### config.mk
export PLATFORM = sky130hd
export DESIGN_NAME = quad_gen_12bit
export DESIGN_NICKNAME = d
export VERILOG_FILES = /design/src/rtl/quad_pkg.sv /design/src/rtl/quad_gen_12bit.sv
export SDC_FILE = /design/constraint.sdc
export NUM_CORES = 1
export LEC_CHECK = 0
export ABC_CLOCK_PERIOD_IN_PS = 8080
export CAP_MARGIN = 20
export CORE_MARGIN = 10
export CORE_UTILIZATION = 30
export CTS_CLUSTER_SIZE = 14
export DETAILED_ROUTE_END_ITERATION = 10
export PLACE_DENSITY = 0.58
export SLEW_MARGIN = 20
export SYNTH_ARGS = -nofsm -noshare
export SYNTH_HDL_FRONTEND = slang
export SYNTH_SLANG_ARGS = --single-unit
### constraint.sdc
create_clock -name clk -period 8.08 [get_ports clk]
set_clock_uncertainty 0.1 [all_clocks]
set_input_delay 0.808 -clock clk [delete_from_list [all_inputs] [get_ports clk]]
set_output_delay 0.808 -clock clk [all_outputs]
set_load 0.01 [all_outputs]
### src/rtl/quad_pkg.sv
// rtl/quad_pkg.sv - shared quadrature constants, state encoding and phase mapping
//
// Purpose: definitions shared by the quadrature generator and decoder.
// Contents:
//    STATES  - quarter-counts per revolution at the default CPR
//    MAX14   - largest 14-bit position
//    HALF14  - half-turn distance; ties at this distance go CW
//    IDLE/MOVE - generator state encoding
//    phase_ab  - pos[1:0] -> {A,B} before inversion (Gray sequence)
package quad_pkg;

   localparam int unsigned CPR_DEFAULT = 4096;
   localparam int unsigned STATES      = 4 * CPR_DEFAULT;
   localparam logic [13:0] MAX14       = 14'd16383;
   localparam logic [13:0] HALF14      = 14'd8192;

   localparam logic [0:0] IDLE = 1'b0;
   localparam logic [0:0] MOVE = 1'b1;

   // 0->00, 1->01, 2->11, 3->10: adjacent positions differ in exactly one bit
   function automatic logic [1:0] phase_ab(input logic [1:0] p);
      return {p[1], p[1] ^ p[0]};
   endfunction

endpackage

### src/rtl/quad_gen_12bit.sv
// rtl/quad_gen_12bit.sv - quadrature A/B/Z generator driven to a 14-bit target
//
// Purpose: accepts a target position in quarter-counts, takes the shortest path
// to it one quarter-count at a time every P clocks, and emits the matching
// quadrature A/B phases plus an index pulse near position 0.
// Ports:
//    clk, rst                  - single clock, asynchronous active-high reset
//    target14/valid/ready      - target handshake (ready only in IDLE, no zero_req)
//    step_period               - clocks between steps, clamped to >= 2 at accept
//    stop                      - abort the current move
//    zero_req                  - in IDLE, clear pos14[13:2] keeping the A/B phase
//    a_out, b_out, z_out       - registered quadrature and index outputs
//    pos14, busy, step_pulse, dir - position and move status
module quad_gen_12bit
   import quad_pkg::*;
#(
   parameter int   CPR      = 4096,
   parameter logic INVERT_A = 1'b0,
   parameter logic INVERT_B = 1'b0,
   parameter logic INDEX_EN = 1'b1
) (
   input  logic        clk,
   input  logic        rst,
   input  logic [13:0] target14,
   input  logic        target_valid,
   output logic        target_ready,
   input  logic [7:0]  step_period,
   input  logic        stop,
   input  logic        zero_req,
   output logic        a_out,
   output logic        b_out,
   output logic        z_out,
   output logic [13:0] pos14,
   output logic        busy,
   output logic        step_pulse,
   output logic        dir
);

   // Wrap point of the position counter; 16383 at the default CPR.
   localparam logic [13:0] MAX_POS = 14'(4 * CPR - 1);

   logic [0:0]  state_q,  state_d;
   logic [13:0] pos_q,    pos_d;
   logic [13:0] target_q, target_d;
   logic [7:0]  period_q, period_d;
   logic [7:0]  timer_q,  timer_d;
   logic        dir_q,    dir_d;
   logic        busy_q,   busy_d;
   logic        step_q,   step_d;
   logic        a_q, b_q, z_q;
   logic [13:0] delta;
   logic [1:0]  ab_d;
   logic        z_d;

   assign target_ready = (state_q == IDLE) && !zero_req;

   always_comb begin
      state_d  = state_q;
      pos_d    = pos_q;
      target_d = target_q;
      period_d = period_q;
      timer_d  = timer_q;
      dir_d    = dir_q;
      step_d   = 1'b0;
      delta    = target14 - pos_q;

      if (state_q == IDLE) begin
         if (zero_req) begin
            pos_d = {12'd0, pos_q[1:0]};
         end else if (target_valid) begin
            target_d = target14;
            period_d = (step_period < 8'd2) ? 8'd2 : step_period;
            dir_d    = (delta != 14'd0) && (delta <= HALF14);
            timer_d  = 8'd0;
            if (delta != 14'd0) begin
               state_d = MOVE;
            end
         end
      end else begin
         // Timer counts 0..P-1 after acceptance, so the step lands P edges later.
         if (timer_q == period_q - 8'd1) begin
            timer_d = 8'd0;
            step_d  = 1'b1;
            if (dir_q) begin
               pos_d = (pos_q == MAX_POS) ? 14'd0 : pos_q + 14'd1;
            end else begin
               pos_d = (pos_q == 14'd0) ? MAX_POS : pos_q - 14'd1;
            end
            if (pos_d == target_q) begin
               state_d = IDLE;
            end
         end else begin
            timer_d = timer_q + 8'd1;
         end
         // A step on the same edge as stop is still emitted above.
         if (stop) begin
            state_d = IDLE;
            timer_d = 8'd0;
         end
      end

      busy_d = (state_d == MOVE);
      ab_d   = phase_ab(pos_d[1:0]);
      z_d    = INDEX_EN && (pos_d[13:2] == 12'd0);
   end

   always_ff @(posedge clk or posedge rst) begin
      if (rst) begin
         state_q  <= IDLE;
         pos_q    <= 14'd0;
         target_q <= 14'd0;
         period_q <= 8'd2;
         timer_q  <= 8'd0;
         dir_q    <= 1'b0;
         busy_q   <= 1'b0;
         step_q   <= 1'b0;
         a_q      <= INVERT_A;
         b_q      <= INVERT_B;
         z_q      <= INDEX_EN;
      end else begin
         state_q  <= state_d;
         pos_q    <= pos_d;
         target_q <= target_d;
         period_q <= period_d;
         timer_q  <= timer_d;
         dir_q    <= dir_d;
         busy_q   <= busy_d;
         step_q   <= step_d;
         a_q      <= ab_d[1] ^ INVERT_A;
         b_q      <= ab_d[0] ^ INVERT_B;
         z_q      <= z_d;
      end
   end

   assign pos14      = pos_q;
   assign busy       = busy_q;
   assign step_pulse = step_q;
   assign dir        = dir_q;
   assign a_out      = a_q;
   assign b_out      = b_q;
   assign z_out      = z_q;

endmodule

* After elaboration in Yosys (flattened, before gate mapping)
Cells that the tools add are included.
Cells by class: bitwise gates (word level) 3, add/subtract/negate cells 5, reductions and logical operators 9, multiplexer cells 23, order comparisons 2, equality and inequality tests 4
Operators by type and width (count):
- $mux 14 | 8
- $mux 8 | 6
- $add 14x1->14 const B | 1
- $eq 14x14->1 | 1
- $eq 14x14->1 const B | 1
- $le 14x14->1 const B | 1
- $logic_not 14->1 | 1
- $reduce_bool 14->1 | 1
- $sub 14x1->14 const B | 1
- $sub 14x14->14 | 1
- $logic_not 12->1 | 1
- $mux 1 | 9
- $add 8x1->8 const B | 1
- $eq 8x8->1 | 1
- $lt 8x2->1 const B | 1
- $sub 8x1->8 const B | 1
- $reduce_and 3->1 | 1
- $logic_and 1x1->1 | 2
- $ne 2x1->1 const B | 1
- $not 1->1 | 2
- $reduce_and 2->1 | 1
- $reduce_bool 2->1 | 1
- $logic_not 1->1 | 1
- $xor 1x1->1 | 1
Storage, ports and cells: bits of input ports 27, output and inout bits 21, flip-flop bits (word level) 50, word-level logic and storage cells 56

* Longest topological paths before layout
depth in word-level cells 10, mapped depth 12, gate-level depth less buffers 11

* Least setup slack after synthesis
OpenSTA, ideal clock, no wires.
path kind reg2reg, start point reg pos_q[1] (netlist: pos14[1]), end point reg busy_q (netlist: busy), data arrival time 2955 ps, slack 4890 ps, stages on the path, launching flop included 11, path buffers 0, required time 7845 ps, setup time 135 ps, cell sequence dfrtp_1 -> inv_1 -> ha_1 -> or4b_2 -> nor4_2 -> nor2_1 -> a221o_1 -> xnor2_1 -> or4_1 -> nor4_2 -> o22ai_1
On the way: longest elaborated chain between the ends 10, elaborated cells between the ends (all ways) 19, those cells by class add/sub (3); eq/ne (2); mux (12); reduce/logical (2)
Ends and longest elaborated chain:
- from (decl) | line quad_gen_12bit.sv:43 | logic [13:0] pos_q, pos_d;
- from (signal assigned) | line quad_gen_12bit.sv:122 | pos_q <= pos_d;
- $sub 14x1->14 (tied with other cells) | line quad_gen_12bit.sv:87 | pos_d = (pos_q == 14'd0) ? MAX_POS : pos_q - 14'd1;
- $mux 14 (on tied branches) | line quad_gen_12bit.sv:87, quad_gen_12bit.sv:85
- $mux 14 | line quad_gen_12bit.sv:84 | if (dir_q) begin
- $mux 14 | line quad_gen_12bit.sv:81 | if (timer_q == period_q - 8'd1) begin
- $mux 14 | line quad_gen_12bit.sv:67 | if (state_q == IDLE) begin
- $eq 14x14->1 | line quad_gen_12bit.sv:89 | if (pos_d == target_q) begin
- $mux 1 | line quad_gen_12bit.sv:89
- $mux 1 | line quad_gen_12bit.sv:81
- $mux 1 | line quad_gen_12bit.sv:96 | if (stop) begin
- $mux 1 (*) | line quad_gen_12bit.sv:67
- named net busy_d | line quad_gen_12bit.sv:48 | logic busy_q, busy_d;
- to (signal assigned) | line quad_gen_12bit.sv:127 | busy_q <= busy_d;
- to (decl) | line quad_gen_12bit.sv:48
Mark *: on every way through the listed nets, which the timed path passes. The rest lies on a longest branch. The select of a mux whose other input is x is not followed. A chain may end at the register's enable or synchronous reset.

* Worst setup path after layout
start point in zero_req, end point out target_ready
On the way: longest elaborated chain between the ends 2
Ends and longest elaborated chain:
- from (decl) | line quad_gen_12bit.sv:29 | input logic zero_req,
- $logic_not 1->1 | line quad_gen_12bit.sv:55 | assign target_ready = (state_q == IDLE) && !zero_req;
- $logic_and 1x1->1 | line quad_gen_12bit.sv:55
- to (decl) | line quad_gen_12bit.sv:26 | output logic target_ready,
No other way between the ends.

==> impl_results.md <==
* Share of cells above drive strength 1 at 12.3%
* Row count at 41
* Post-detailed-route wirelength per cell at 16.9 µm
* Sequential area share after synthesis at 31.5%
* Count of mapped cells out of synthesis at 434
* Required time at the worst-slack endpoint at 7.17 ns
* Top achievable clock speed at 278 MHz
* Total area of multi-input combinational cells at 2410 µm²
* Wire length of the first global-routing pass at 17.4 mm
* Gate family responsible for the most delay along the worst path: buffers and inverters
* Fillers at 1271
* CTS tree: built
* Clock slew at the register clock pins of the worst setup and hold paths at 0.08 ns
* Inserted Diodes at 0
* Max H-tree Level at 2
* Maximum fanout along the worst path at 12
* Dpl hpwl at 8.43 mm
* X dimension of the die at 134 µm
* Number of buffers inserted by port buffering at 47
* Worst min-delay path class: register to register
* Nets@finish at 506
* Power density normalized to cell area at 228 nW/µm²
* Result of the run: finished, final reports clean
* Placer's final routability congestion estimate at 0.883
* Sink count of the clock tree at 49
* Mean post-synth cell area at 8.99 µm²
* Number of unique standard cell types used by synthesis at 73
* Post-synthesis net count at 478
* Worst hold slack at 0.416 ns
* Sum of routed wire length over all layers at 10.7 mm
* Worst vdd ir at 98.5 µV
* Floorplan die area at 18000 µm²
* Hold-fix buffers at CTS at 0
* Via count of the first global-routing pass at 3275
* Dominant synthesized flop cell: sky130_fd_sc_hd__dfrtp_1
* Total routing resource utilization after global routing at 11.8%
* Pin count of the biggest net entering global routing at 50
* Hold Fails Final Rpt at 0
* Unrepaired setup endpoints after global routing: no
* Nature of the critical path endpoint: output pin
* Number of synthesized flops with an enable pin at 0
* Clock buffers created by TritonCTS at 5
* Die Span Y at 134 µm
* Period Utilization, post-route at 44.5%
* Latest clock arrival within the worst-skew pair at 0.30 ns
* Detailed-router iteration count before antenna repair at 4
* Initial standard-cell utilization of the core at 30.8%
* Overflow after GRT at 0
* Netlist Area Pre-Place at 3900 µm²
* Cell chain of the critical path: clkdlybuf4s50_1 -> nor2_1 -> clkdlybuf4s50_1
* Initial antenna violation count at 0
* Headroom to the max-slew limit at 32.9%
* Total setup violations reported at the end of the flow at 0
* Count of final max-slew check failures at 0
* Delay of the slowest critical-path stage at 0.73 ns
* Asr flop ratio synth at 100%
* Synth-to-Final Area Change at 18.0%
* Detailed-route vias per instance at 5.23
* Max-cap violations at 0
* Clock Tree Root: sky130_fd_sc_hd__clkbuf_16
* Total via count after detailed routing at 3324
* Post-CTS setup buffer count at 0
* Total of warnings raised by yosys at 0
* Count of cells resized by post-cts repair at 0
* Setup total negative slack at 0 ns
* Residual DRC count at 0
* Flops & latches, synth at 49
* Area of all placed cells without fillers at 4610 µm²
* CP Launch Type: input port
* Sequential cell area at 1230 µm²
* Time the final worst path needs with I/O delays and setup at 3.60 ns
* Post-DP Area at 4450 µm²
* IO Pins at 48
* Core Box Area at 12700 µm²
* Iter 0 DRT Violations at 179
* Worst Tran Pin Value at 1.00 ns
* Data arrival time of the worst path at 2.69 ns
* Cell at the slowest stage of the critical path: sky130_fd_sc_hd__nor2_1
* Number of nets with antenna violations after detailed routing at 0
* Leakage at 1.87 nW
* Cell type with the highest occurrence count on the critical path: sky130_fd_sc_hd__clkdlybuf4s50_1
* Number of buffer and inverter stages on the critical path at 2
* Deepest clock path buffer count at 2
* Startpoint-to-endpoint class of the critical path: input port to output pin
-- area by class of cell --
| class | count | share of cell area, % |
|---|---|---|
| repair buffers | 48 | 10.4 |
| clock inverters | 3 | 0.625 |
| multi-input cells | 327 | 52.3 |
| clock buffers | 5 | 2.72 |
| flip-flops and latches | 49 | 26.7 |
| well taps | 172 | 4.67 |
| inverters | 31 | 2.58 |
-- cells by family (layout without fill, tap and decap cells) --
logic type,Yosys count,in the layout,synth area share [%]
xor+xnor,46,46,10.3
mux,32,32,9.04
simple gates,142,142,20.7
compound gates,90,90,16.2
buf+inv,58,87,6.73
fa+ha+maj,17,17,5.45
flops,49,49,31.5
-- stage by stage --
stage                     std cells  worst slack (ns)  total power [mW]  util, %
after CTS                       635              4.47              1.06     36.3
after detailed placement        627              4.36             0.833     35.1
after global placement          627              4.47             0.825     35.1
final                           635              4.48              1.05     36.3
after global routing            635              4.30              1.12     36.3
after floorplan                 434              4.89             0.698        -
-- sequential cells by signal, summed over array words and instances (netlist names) --
signal	flops
pos14	14
target_q	14
period_q	8
timer_q	8
b_out	1
busy	1
dir	1
step_pulse	1
z_out	1
-- layer usage --
metal / track usage [%] / routed length, µm / share of wire, % / vias up
met4: 4.23 / 193 / 1.8 / 0
met5: 0 / 0 / 0 / -
met1: 15.8 / 5180 / 48 / 1609
met3: 2.05 / 532 / 5.0 / 10
met2: 18.4 / 4840 / 45 / 78
li1: - / - / - / 1627
-- cell usage after synthesis (all sizes together) (3+ instances only) --
library cell,n,area [µm²]
or2,3,18.8
o21ai,25,125
or4,8,67.6
nand3,10,50.1
o211ai,5,37.5
a21oi,11,58.8
inv,30,113
mux2,26,293
and4,3,27.5
a22o,3,28.8
nand2b,5,31.3
a31oi,3,18.8
o31ai,6,50.1
nand4,10,62.6
xnor2,30,263
dfrtp,47,1180
xor2,16,140
and2,3,18.8
nor2,19,81.3
mux2i,6,60.1
a211oi,7,57.6
nor3,9,45.0
a21o,4,30.0
o2111ai,3,26.3
ha,17,213
buf,8,63.8
nand2,39,146
clkbuf,19,81.3
nor4,15,128
a22oi,5,37.5
and3,6,37.5
-- worst paths after layout --
kind / startpoint / endpoint / slack (ns) / cells past startpoint
max: zero_req / target_ready / 4.48 / 3
min: timer_q[7]$_DFFE_PP0P_ / timer_q[7]$_DFFE_PP0P_ / 0.42 / 1
max reg2reg: pos14[1]$_DFF_PP0_ / busy$_DFF_PP0_ / 4.50 / 10
min reg2reg: timer_q[7]$_DFFE_PP0P_ / timer_q[7]$_DFFE_PP0P_ / 0.42 / 1
max in group asynchronous: rst / pos14[11]$_DFF_PP0_ / 6.47 / 2
min in group asynchronous: rst / period_q[0]$_DFFE_PP0P_ / 0.87 / 2
-- power by group --
group          internal [mW]  switching [mW]
sequential             0.284          0.0583
clock                  0.119           0.102
combinational          0.235           0.254
total                  0.637           0.414
-- worst register-to-register path: cells and delay by family, from the launching register on --
kind | cells | cell delay [ns]
AO/OA/AOI/OAI | 2 | 0.55
AND/OR/NAND/NOR | 5 | 1.82
adder cells (fa/ha/maj) | 1 | 0.20
buffers and inverters | 1 | 0.16
flip-flops | 1 | 0.47
XOR/XNOR | 1 | 0.15
-- layout by cell type (no fill, tap or decap), types with 5 or more instances in the layout --
| master | Yosys | layout |
|---|---|---|
| sky130_fd_sc_hd__a22oi_1 | 5 | 5 |
| sky130_fd_sc_hd__mux2i_1 | 6 | 6 |
| sky130_fd_sc_hd__o31ai_1 | 5 | 5 |
| sky130_fd_sc_hd__and3_1 | 6 | 6 |
| sky130_fd_sc_hd__xor2_1 | 16 | 16 |
| sky130_fd_sc_hd__nand4_1 | 10 | 10 |
| sky130_fd_sc_hd__nand2b_1 | 5 | 5 |
| sky130_fd_sc_hd__nand3_1 | 10 | 10 |
| sky130_fd_sc_hd__o21ai_0 | 18 | 18 |
| sky130_fd_sc_hd__dfrtp_1 | 47 | 47 |
| sky130_fd_sc_hd__o211ai_1 | 5 | 5 |
| sky130_fd_sc_hd__nor2_1 | 17 | 17 |
| sky130_fd_sc_hd__a21oi_1 | 10 | 10 |
| sky130_fd_sc_hd__xnor2_1 | 30 | 30 |
| sky130_fd_sc_hd__mux2_2 | 24 | 24 |
| sky130_fd_sc_hd__a211oi_1 | 6 | 6 |
| sky130_fd_sc_hd__nand2_1 | 39 | 39 |
| sky130_fd_sc_hd__o21ai_1 | 7 | 7 |
| sky130_fd_sc_hd__ha_1 | 17 | 17 |
| sky130_fd_sc_hd__inv_1 | 30 | 29 |
| sky130_fd_sc_hd__nor3_1 | 9 | 9 |
| sky130_fd_sc_hd__or4_1 | 6 | 6 |
| sky130_fd_sc_hd__nor4_1 | 11 | 11 |
| sky130_fd_sc_hd__clkbuf_16 | 0 | 5 |
| sky130_fd_sc_hd__clkdlybuf4s50_1 | 0 | 47 |
Note: power is estimated with default switching activity, not from simulation.
